[config.mk]
export PLATFORM = sky130hd
export DESIGN_NAME = pmod_share_arbiter
export DESIGN_NICKNAME = d
export VERILOG_FILES = /design/src/rtl/pmod_share_arbiter.sv
export SDC_FILE = /design/constraint.sdc
export NUM_CORES = 1
export LEC_CHECK = 0
export CAP_MARGIN = 20
export CORE_MARGIN = 5
export CORE_UTILIZATION = 35
export DETAILED_ROUTE_END_ITERATION = 10
export MAX_ROUTING_LAYER = met4
export PLACE_DENSITY_LB_ADDON = 0.1
export SLEW_MARGIN = 20
export SYNTH_ARGS = -nofsm -noshare
export SYNTH_HDL_FRONTEND = slang
export SYNTH_SLANG_ARGS = --single-unit
export TNS_END_PERCENT = 30
[constraint.sdc]
create_clock -name clk_in -period 4.1 [get_ports clk_in]
set_input_delay 0.82 -clock clk_in [delete_from_list [all_inputs] [get_ports clk_in]]
set_output_delay 0.82 -clock clk_in [all_outputs]
set_load 0.01 [all_outputs]
[src/rtl/pmod_share_arbiter.sv]
// Round-robin time-sharing of the 16-bit PMOD GPIO bank among N_REQ requesters, with a
// break-before-make guard between owners, a hold timeout and an APB register file.
module pmod_share_arbiter #(
  parameter int unsigned N_REQ        = 2,
  parameter int unsigned GUARD_CYCLES = 4
) (
  input  logic                  clk_in,
  input  logic                  reset_int,
  input  logic [31:0]           PADDR,
  input  logic                  PENABLE,
  input  logic                  PSEL,
  input  logic [31:0]           PWDATA,
  input  logic                  PWRITE,
  input  logic [3:0]            PSTRB,
  output logic [31:0]           PRDATA,
  output logic                  PREADY,
  output logic                  PSLVERR,
  output logic                  irq,
  input  logic [N_REQ-1:0]      req,
  output logic [N_REQ-1:0]      gnt,
  input  logic [16*N_REQ-1:0]   req_gpo,
  input  logic [16*N_REQ-1:0]   req_gpio_oe,
  output logic [15:0]           req_gpi,
  input  logic [15:0]           pmod_gpi,
  output logic [15:0]           pmod_gpo,
  output logic [15:0]           pmod_gpio_oe
);

  localparam logic [1:0] StIdle  = 2'd0;
  localparam logic [1:0] StGuard = 2'd1;
  localparam logic [1:0] StOwned = 2'd2;

  logic [1:0]       state_q, state_d;
  logic [1:0]       owner_q, owner_d;
  logic [1:0]       last_q, last_d;
  logic [7:0]       guard_q, guard_d;
  logic [15:0]      hold_q, hold_d;
  logic [N_REQ-1:0] gnt_q, gnt_d;
  logic [15:0]      gpo_q, gpo_d;
  logic [15:0]      oe_q, oe_d;
  logic [2:0]       ctrl_q, ctrl_d;
  logic [15:0]      timeout_q, timeout_d;
  logic             flag_q, flag_d;
  logic             irq_q, irq_d;

  logic             apb_wr;
  logic [1:0]       apb_off;
  logic             en, irq_en, lock;
  logic [N_REQ-1:0] owner_oh;
  logic             owner_req;
  logic [15:0]      owner_gpo, owner_oe;
  logic             rr_found, nx_found, to_evt;
  logic [1:0]       rr_idx, nx_idx;
  logic             unused_bits;

  assign apb_wr  = PSEL & PENABLE & PWRITE;
  assign apb_off = PADDR[3:2];
  assign en      = ctrl_q[0];
  assign irq_en  = ctrl_q[1];
  assign lock    = ctrl_q[2];
  assign unused_bits = ^{PADDR[31:4], PADDR[1:0], PWDATA[31:16], PSTRB[3:2]};

  always_comb begin
    owner_oh  = '0;
    owner_gpo = '0;
    owner_oe  = '0;
    for (int i = 0; i < int'(N_REQ); i++) begin
      if (owner_q == 2'(i)) begin
        owner_oh[i] = 1'b1;
        owner_gpo   = req_gpo[16*i +: 16];
        owner_oe    = req_gpio_oe[16*i +: 16];
      end
    end
  end
  assign owner_req = |(req & owner_oh);

  // rr_*: first requester after last_owner (last_owner itself comes last).
  // nx_*: first other requester after the current owner, used on a timeout revoke.
  always_comb begin
    rr_found = 1'b0;
    rr_idx   = '0;
    nx_found = 1'b0;
    nx_idx   = '0;
    for (int k = 1; k <= int'(N_REQ); k++) begin
      for (int i = 0; i < int'(N_REQ); i++) begin
        if (!rr_found && req[i] && (i == (int'(last_q) + k) % int'(N_REQ))) begin
          rr_found = 1'b1;
          rr_idx   = 2'(i);
        end
        if (k < int'(N_REQ) && !nx_found && req[i] &&
            (i == (int'(owner_q) + k) % int'(N_REQ))) begin
          nx_found = 1'b1;
          nx_idx   = 2'(i);
        end
      end
    end
  end

  always_comb begin
    state_d = state_q;
    owner_d = owner_q;
    last_d  = last_q;
    guard_d = guard_q;
    hold_d  = hold_q;
    gnt_d   = gnt_q;
    gpo_d   = '0;
    oe_d    = '0;
    to_evt  = 1'b0;
    if (!en) begin
      state_d = StIdle;
      gnt_d   = '0;
      guard_d = '0;
      hold_d  = '0;
    end else begin
      unique case (state_q)
        StIdle: begin
          gnt_d = '0;
          if (!lock && rr_found) begin
            state_d = StGuard;
            owner_d = rr_idx;
            guard_d = 8'(GUARD_CYCLES - 1);
          end
        end
        StGuard: begin
          gnt_d = '0;
          if (lock) begin
            state_d = StIdle;
            guard_d = '0;
          end else if (guard_q == '0) begin
            if (owner_req) begin
              state_d = StOwned;
              gnt_d   = owner_oh;
              last_d  = owner_q;
              hold_d  = '0;
            end else begin
              state_d = StIdle;
            end
          end else begin
            guard_d = guard_q - 8'd1;
          end
        end
        StOwned: begin
          // Release takes priority over a timeout in the same cycle.
          if (!owner_req) begin
            state_d = StIdle;
            gnt_d   = '0;
            hold_d  = '0;
          end else if (timeout_q != '0 && !lock && hold_q >= timeout_q - 16'd1 && nx_found) begin
            to_evt  = 1'b1;
            state_d = StGuard;
            owner_d = nx_idx;
            guard_d = 8'(GUARD_CYCLES - 1);
            gnt_d   = '0;
            hold_d  = '0;
          end else begin
            hold_d = (hold_q == 16'hFFFF) ? hold_q : hold_q + 16'd1;
            gpo_d  = owner_gpo;
            oe_d   = owner_oe;
          end
        end
        default: begin
          state_d = StIdle;
          gnt_d   = '0;
        end
      endcase
    end
  end

  always_comb begin
    ctrl_d    = ctrl_q;
    timeout_d = timeout_q;
    flag_d    = flag_q;
    if (apb_wr && apb_off == 2'd0 && PSTRB[0]) ctrl_d = PWDATA[2:0];
    if (apb_wr && apb_off == 2'd1) begin
      if (PSTRB[0]) timeout_d[7:0]  = PWDATA[7:0];
      if (PSTRB[1]) timeout_d[15:8] = PWDATA[15:8];
    end
    if (apb_wr && apb_off == 2'd2 && PSTRB[1] && PWDATA[8]) flag_d = 1'b0;
    if (to_evt) flag_d = 1'b1;
    irq_d = flag_q & irq_en;
  end

  always_ff @(posedge clk_in) begin
    if (reset_int) begin
      state_q   <= StIdle;
      owner_q   <= '0;
      last_q    <= 2'(N_REQ - 1);
      guard_q   <= '0;
      hold_q    <= '0;
      gnt_q     <= '0;
      gpo_q     <= '0;
      oe_q      <= '0;
      ctrl_q    <= '0;
      timeout_q <= '0;
      flag_q    <= 1'b0;
      irq_q     <= 1'b0;
    end else begin
      state_q   <= state_d;
      owner_q   <= owner_d;
      last_q    <= last_d;
      guard_q   <= guard_d;
      hold_q    <= hold_d;
      gnt_q     <= gnt_d;
      gpo_q     <= gpo_d;
      oe_q      <= oe_d;
      ctrl_q    <= ctrl_d;
      timeout_q <= timeout_d;
      flag_q    <= flag_d;
      irq_q     <= irq_d;
    end
  end

  always_comb begin
    PRDATA = '0;
    if (PSEL) begin
      case (apb_off)
        2'd0: PRDATA[2:0]  = ctrl_q;
        2'd1: PRDATA[15:0] = timeout_q;
        2'd2: begin
          PRDATA[0]   = (state_q == StOwned);
          PRDATA[2:1] = owner_q;
          PRDATA[3]   = (state_q == StGuard);
          PRDATA[8]   = flag_q;
        end
        default: PRDATA = '0;
      endcase
    end
  end

  assign PREADY       = 1'b1;
  assign PSLVERR      = PSEL & PENABLE & (apb_off == 2'd3);
  assign irq          = irq_q;
  assign gnt          = gnt_q;
  assign pmod_gpo     = gpo_q;
  assign pmod_gpio_oe = oe_q;
  assign req_gpi      = pmod_gpi;

endmodule

# Word level (Yosys, flattened, before mapping)
# Cells that the tools add are included.
[word_totals]
regBits = 84
in_bits = 155
output_inout_bits = 85
wordCells = 157
[op_classes]
n_addsub = 6
magnitude_cmp = 1
eq_ne = 20
muxes = 58
n_bitwise = 12
n_reduce_logical = 47
[op_table]
columns = ["op", "n"]
rows = [
  ["$mux 16", 11],
  ["$logic_not 32->1", 3],
  ["$mux 8", 5],
  ["$mux 2", 16],
  ["$pmux 16 s2", 1],
  ["$pmux 8 s3", 1],
  ["$logic_and 1x1->1", 20],
  ["$reduce_and 5->1", 4],
  ["$add 16x1->16 const B", 1],
  ["$eq 16x16->1 const B", 1],
  ["$ge 16x16->1", 1],
  ["$mux 1", 16],
  ["$reduce_bool 16->1", 1],
  ["$sub 16x1->16 const B", 1],
  ["$ne 2x2->1 const B", 6],
  ["$ne 3x3->1 const B", 3],
  ["$pmux 3 s3", 1],
  ["$logic_not 8->1", 1],
  ["$pmux 2 s2", 2],
  ["$sub 8x1->8 const B", 1],
  ["$mux 7", 1],
  ["$eq 2x1->1 const B", 3],
  ["$eq 2x2->1 const A", 3],
  ["$eq 2x2->1 const B", 3],
  ["17 further kinds", 38],
]

# Longest topological paths before layout
# Gate-level depths: netlist of the first run.
[logic_depth]
depth_word = 20
depth_mapped = 16
depth_no_buf = 13

# Worst setup path before layout of the first run
# No wires, ideal clock.
[synth_timing]
path_type = "flip-flop to flip-flop"
startpoint = "register timeout_q[0]"
endpoint = "register gpo_q[5], in the netlist pmod_gpo[5]"
setup_ns = 0.115
arrival_time_ns = 3.276
required_time_ns = 3.985
slack_ns = 0.709
stages_incl_launch_ff = 17
n_path_buf = 3
period_less_slack_ns = 3.391
cell_sequence = "dfxtp_1 > inv_1 > ha_1 > nor4b_2 > and2_0 > clkbuf_1 > nand2_1 > xor2_1 > ha_1 > nand4_2 > or4_1 > o32ai_2 > o211ai_2 > nand2_2 > buf_4 > buf_6 > nor2_1"
[synth_via]
elab_chain_len = 5
elab_cells_between_ends = 7
classes_between = "add/sub: 1; order compare: 1; reduce/logical: 5"
[synth_lines]
columns = ["element", "line_no", "source"]
rows = [
  ["start, declared", "42", "logic [15:0] timeout_q, timeout_d;"],
  ["start signal, assigned", "207", "timeout_q <= timeout_d;"],
  ["$sub 16x1->16 or $reduce_bool 16->1 (tied branches)", "148", "end else if (timeout_q != '0 && !lock && hold_q >= timeout_q - 16'd1 && nx_found) begin"],
  ["$ge 16x16->1 or $logic_and 1x1->1 (tied branches)", "148", ""],
  ["$logic_and 1x1->1 (*) (2 in series)", "148", ""],
  ["$reduce_or 5->1 (no source line) (*)", "-", ""],
  ["end signal, assigned", "204", "gpo_q <= gpo_d;"],
  ["end, declared", "39", "logic [15:0] gpo_q, gpo_d;"],
]
# Every way passes the cells marked *; elsewhere a longest branch is shown, timed or not.
# A chain may end at the register's enable or synchronous reset.

# Worst setup path in the final report of the first run
[layout_timing]
startpoint = "register timeout_q[0]"
endpoint = "register hold_q[0]"
[layout_via]
elab_chain_len = 7
elab_cells_between_ends = 11
classes_between = "add/sub: 1; order compare: 1; eq/ne: 1; mux: 3; reduce/logical: 5"
[layout_lines]
columns = ["element", "line_no", "source"]
rows = [
  ["$sub 16x1->16 or $reduce_bool 16->1 (tied branches)", "148", ""],
  ["$ge 16x16->1 or $logic_and 1x1->1 (tied branches)", "148", ""],
  ["$logic_and 1x1->1 (*) (2 in series)", "148", ""],
  ["$mux 16", "148", ""],
  ["$mux 16", "144", "if (!owner_req) begin"],
  ["$pmux 16 s2", "115", "unique case (state_q)"],
  ["end signal, assigned", "202", "hold_q <= hold_d;"],
  ["end, declared", "37", "logic [15:0] hold_q, hold_d;"],
]
# Marked as above.

==> results of run 1 <==
==> state kept, by name (all words and copies together), names as in the netlist <==
name,count
pmod_gpo,16
timeout_q,16
flag_q,1
irq,1
last_q,1
hold_q,16
ctrl_q,3
gnt,2
state_q,2
guard_q,8
pmod_gpio_oe,16
owner_q,1
==> critical path, stage by stage, from the launching register on <==
cell	delay [ns]
dfxtp_1	0.36
inv_1	0.10
ha_1	0.20
nor4b_2	0.27
and2_0	0.32
nand2_1	0.10
xor2_1	0.16
ha_1	0.32
nand4_2	0.14
or4_1	0.56
o32ai_2	0.37
o2111ai_1	0.42
nand4_1	0.24
o31ai_1	0.09
==> kinds of logic after synthesis <==
kind of cell             after synthesis  synth area share
AND/OR/NAND/NOR                      209             0.215
AO/OA/AOI/OAI                         96             0.143
flip-flops                            83             0.347
buffers and inverters                 74            0.0876
multiplexers                          55             0.115
adder cells (fa/ha/maj)               25            0.0654
XOR/XNOR                              14            0.0256
other                                  2           0.00157
==> where the power goes <==
group          total [W]  switching (W)  internal [W]  leakage, nW
Combinational   0.000165      0.0000620      0.000103         1.64
Sequential      0.000810     0.00000230      0.000808        0.669
Clock           0.000924       0.000327      0.000597        0.161
Total            0.00190       0.000391       0.00151         2.47
==> final timing paths <==
check | startpoint | to | cells past startpoint
max | timeout_q[0] | hold_q[0] | 13
min | gnt[1] | gnt[1] | 2
max reg2reg | timeout_q[0] | hold_q[0] | 13
min reg2reg | gnt[1] | gnt[1] | 2
==> routing by layer <==
metal	GRT usage	wire length (um)	up-vias
met2	0.306	7400	112
met5	-	0	-
met1	0.197	5510	2148
met4	0.0473	193	0
met3	0.0374	560	16
li1	-	-	2211
==> cell type report <==
| type | instances | share of cell area |
|---|---|---|
| clock inverters | 4 | 0.0150 |
| flip-flops and latches | 83 | 0.253 |
| well taps | 176 | 0.0335 |
| multi-input cells | 416 | 0.421 |
| inverters | 20 | 0.0114 |
| repair buffers | 153 | 0.231 |
| clock buffers | 12 | 0.0360 |
==> stage by stage <==
step,hold slack (ns),std cells
final,0.463,864
after global routing,0.515,864
after global placement,0.466,848
after floorplan,0.453,573
after CTS,0.468,864
after detailed placement,0.460,848
==> cell usage in the layout (no fill, tap or decap), drive strengths merged, types with 6 or more instances in the layout <==
cell type,instances
a21oi,20
a31oi,14
and3,15
buf,11
clkbuf,12
clkdlybuf4s50,142
conb,17
dfxtp,83
ha,25
inv,20
mux2i,54
nand2,28
nand2b,11
nand3,16
nand4,17
nor2,84
nor3,11
o21ai,16
o31ai,6
xnor2,9
==> results.json, run 1 <==
{
  "status": "completed",
  "yosys-top-cells-count": "nor2_1 (84), dfxtp_1 (83), mux2i_1 (54), buf_4 (34), nand2_1 (27)",
  "ioPinCount": 240,
  "cts_resized": 0,
  "drt_iter0_markers": 242,
  "finalHoldViolCount": 0,
  "synth-seq-area-share": 0.347,
  "filler_cell_count": 1298,
  "yosys.cell_count.top_type": "nor2_1",
  "cts_buffer_depth": 2,
  "post-route-period-util": 0.921,
  "avgSynthCellArea_um2": 8.57,
  "vias": 4487,
  "cts.sinks": 83,
  "drv_slew": 0,
  "synth_area_leaders": "dfxtp_1 (35%), mux2i_1 (11%), nor2_1 (6.6%)",
  "wl_per_cell_um": 15.8,
  "nNetsFinal": 863,
  "dp_hpwl_um": 10700,
  "r2r_setup_slack_ns": 0.32,
  "yosysWarnings": 0,
  "synth_top_area_share": 0.347,
  "clkLatencyLatePin_ns": 0.34,
  "synthDistinctLibCells": 67,
  "postCtsHoldBufs": 0,
  "grt_pass1_wl_um": 22100,
  "ys.flop_type": "dfxtp_1",
  "period_minus_slack_ns": 3.78,
  "regArea_um2": 1660,
  "power.total_w": 0.00190,
  "die_width_um": 127,
  "ys_ff_latch": 83,
  "route.detailed.drc": 0,
  "synth_async_sr_flop_share": 0,
  "rsz0062_at_grt": "false",
  "cp_max_fo": 7,
  "clk_pin_slew_worst_paths_ns": 0.06,
  "syn_area_um2": 4780,
  "drv_cap": 0,
  "utilization": 0.493,
  "cts-root-buf": "clkbuf_16",
  "p_per_area_nw_per_um2": 289,
  "num_rows": 42,
  "grtUsageTotal": 0.173,
  "die_y_um": 127,
  "peakVddDrop_mv": 0.176,
  "report.final.setup_viol": 0,
  "drt_wl_total_um": 13700,
  "worst_slack_ns": 0.325,
  "first_pass_iters": 5,
  "antenna_found_initial": 0,
  "synth_cells": 558,
  "htree_levels": 3,
  "p_leak_nw": 2.47,
  "yosysTopAreaCell": "dfxtp_1",
  "finClkSkew_ns": 0.00624,
  "end_kind": "register",
  "setup_tns_ns": 0,
  "cts_setup_buffers": 0,
  "worst_pin_slew_ns": 0.802,
  "grt_max_degree": 36,
  "hold_path_class": "register to register",
  "drive_gt1_frac": 0.0523,
  "worstSetupStartpointType": "register",
  "multi_input_area_um2": 2770,
  "diodes": 0,
  "placed_cell_area_um2": 6230,
  "worst_ep_arrival_time_ns": 3.99,
  "fin_area_um2": 6580,
  "slew_headroom": 0.464,
  "via_per_inst": 5.19,
  "portBuffers": 142,
  "die_area_um2": 16100,
  "initial_core_util": 0.358,
  "core-area_um2": 13300,
  "areaGrowthSynthToFinish_pct": 37.4,
  "grt_overflow": 0,
  "postRouteAntennaNets": 0,
  "max_freq_mhz": 265,
  "pre_cts_slack_ns": 0.310,
  "synth_edf_count": 0,
  "first_global_vias": 4438,
  "worstPathRequired_ns": 4.31,
  "cts_tree": "yes",
  "crit_type": "register to register",
  "routabilityCongestion": 0.858,
  "cts_made_buffers": 9
}
No activity file was read; power rests on OpenSTA's default activity.
==> run 2, diff against run 1 <==
CTS_CLUSTER_SIZE = 10   (was not set)
==> results of run 2 <==
Same layout as run 1: the final DEF is identical, and so are final timing and power.
==> run 3, diff against run 2 <==
CORE_ASPECT_RATIO = 1.4   (was not set)
RECOVER_POWER = 50   (was not set)
==> run 3 against run 2 <==
  * Via count decreased by 1.6%
  * Cell area increased by 0.69%
  * Worst setup slack got worse by 0.013 ns
  * Sequential power about the same
  * Sequential share of layout area decreased by 0.17 points
  * Cell count increased by 0.69%
  * Clock power increased by 14%
==> results.json, run 3 (synthesis gave the netlist of run 1 again) <==
{
  "first_pass_iters": 4,
  "routabilityCongestion": 0.872,
  "cp_max_fo": 5,
  "stdcell_count": 870,
  "die_y_um": 148,
  "worst_pin_slew_ns": 0.999,
  "grt_max_degree": 39,
  "status": "completed",
  "via_per_inst": 5.07,
  "worstSetupStartpointType": "register",
  "r2r_setup_slack_ns": 0.31,
  "cts_made_buffers": 9,
  "drv_cap": 0,
  "antenna_found_initial": 0,
  "num_rows": 50,
  "worst_slack_ns": 0.312,
  "cts_setup_buffers": 0,
  "post-route-period-util": 0.924,
  "cts_buffer_depth": 2,
  "p_per_area_nw_per_um2": 306,
  "first_global_vias": 4511,
  "portBuffers": 142,
  "end_kind": "register",
  "crit_type": "register to register",
  "diodes": 0,
  "areaGrowthSynthToFinish_pct": 38.4,
  "grtUsageTotal": 0.170,
  "period_minus_slack_ns": 3.79,
  "die_width_um": 109,
  "drv_slew": 0,
  "crit_buf_inv": 1,
  "filler_cell_count": 1342,
  "clk_pin_slew_worst_paths_ns": 0.07,
  "grt_pass1_wl_um": 21300,
  "vias": 4413,
  "finClkSkew_ns": 0.00878,
  "cts_resized": 0,
  "ioPinCount": 240,
  "cts.sinks": 83,
  "final_cell_mix": "clkdlybuf4s50_1 (101), nor2_1 (84), dfxtp_1 (82), mux2i_1 (54), dlygate4sd3_1 (41)",
  "drt_wl_total_um": 13400,
  "report.final.setup_viol": 0,
  "cp_num_cells": 13,
  "dp_hpwl_um": 10700,
  "grt_overflow": 0,
  "max_freq_mhz": 264,
  "worstPathRequired_ns": 4.31,
  "postCtsHoldBufs": 0,
  "pre_cts_slack_ns": 0.288,
  "peakVddDrop_mv": 0.162,
  "r2r_start": "timeout_q[0]",
  "postRouteAntennaNets": 0,
  "layout_commonest_cell": "clkdlybuf4s50_1",
  "fin_area_um2": 6620,
  "drt_iter0_markers": 201,
  "cp_cell_sequence": "inv_1 -> ha_1 -> nor4b_2 -> and2_0 -> nand2_1 -> xor2_1 -> ha_1 -> nand4_2 -> or4_1 -> o32ai_2 -> o2111ai_2 -> nor2_1 -> o31ai_1",
  "placed_cell_area_um2": 6240,
  "cts-root-buf": "clkbuf_16",
  "rsz0062_at_grt": "false",
  "dp_cells": 854,
  "die_area_um2": 16100,
  "setup_tns_ns": 0,
  "finalHoldViolCount": 0,
  "max_stage_delay_ns": 0.56,
  "rr_endpoint": "guard_q[2]",
  "hold_path_depth": 2,
  "slew_headroom": 0.334,
  "initial_core_util": 0.357,
  "cp_top_family": "simple AND/OR/NAND/NOR gates",
  "drive_gt1_frac": 0.0523,
  "hold_path_class": "register to register",
  "startpoint": "timeout_q[0]",
  "p_leak_nw": 2.63,
  "r2r_cells": 13,
  "wl_per_cell_um": 15.4,
  "core-area_um2": 13400,
  "slowest_stage": "or4_1",
  "clkLatencyLatePin_ns": 0.34,
  "cp-endpoint": "guard_q[2]",
  "nNetsFinal": 863,
  "crit_path_frequent_cell": "ha_1",
  "route.detailed.drc": 0,
  "cts_tree": "yes",
  "worst_ep_arrival_time_ns": 4.00,
  "htree_levels": 3
}
[run 3: cell count changes in the layout (fill, tap and decap cells not counted), sizes merged]
cell / delta
buf: -3
dlygate4sd3: +41
clkinv: +1
bufinv: +2
clkdlybuf4s50: -41
[run 3: worst min path at each step]
stage	from	to	slack, ns
3_5_place_dp	gnt[0]	gnt[0]	0.47
4_1_cts	gnt[0]	gnt[0]	0.48
5_1_grt	gnt[1]	gnt[1]	0.52
6_report	gnt[0]	gnt[0]	0.48
3_3_place_gp	gnt[0]	gnt[0]	0.46
2_1_floorplan	ctrl_q[1]	irq	0.45
[run 3: power by group]
group          switching [W]  leakage (nW)  internal [W]
registers         0.00000221         0.669      0.000808
clock network       0.000332         0.190      0.000718
logic              0.0000637          1.77      0.000101
total               0.000398          2.63       0.00163
[run 3: routing by layer]
| metal | part of all wire | global-route usage | up-vias |
|---|---|---|---|
| met2 | 0.48 | 0.286 | 187 |
| li1 | - | - | 2201 |
| met3 | 0.087 | 0.0586 | 27 |
| met4 | 0.026 | 0.0638 | 0 |
| met5 | 0 | - | - |
| met1 | 0.41 | 0.184 | 1998 |
[run 3: final cells by class]
type / instances / area, um2 / share of cell area
Tap cell: 182 / 228 / 0.0344
Clock inverter: 7 / 164 / 0.0248
Timing Repair Buffer: 153 / 1510 / 0.227
Inverter: 20 / 75.1 / 0.0113
Multi-Input combinational cell: 416 / 2760 / 0.417
Clock buffer: 9 / 225 / 0.0340
Sequential cell: 83 / 1660 / 0.251
[run 3: per-stage QoR]
stage,total power [W],util,hold slack [ns]
global route,0.00210,0.494,0.518
finish,0.00203,0.494,0.480
global placement,0.000992,0.466,0.465
floorplan,0.000916,-,0.453
CTS,0.00205,0.495,0.485
detailed placement,0.000994,0.466,0.471
[run 3: worst reg2reg max path, stage by stage (launching register included)]
cell	delay, ns
dfxtp_1	0.35
inv_1	0.10
ha_1	0.20
nor4b_2	0.30
and2_0	0.33
nand2_1	0.11
xor2_1	0.16
ha_1	0.31
nand4_2	0.13
or4_1	0.56
o32ai_2	0.34
o2111ai_2	0.26
nor2_1	0.37
o31ai_1	0.13
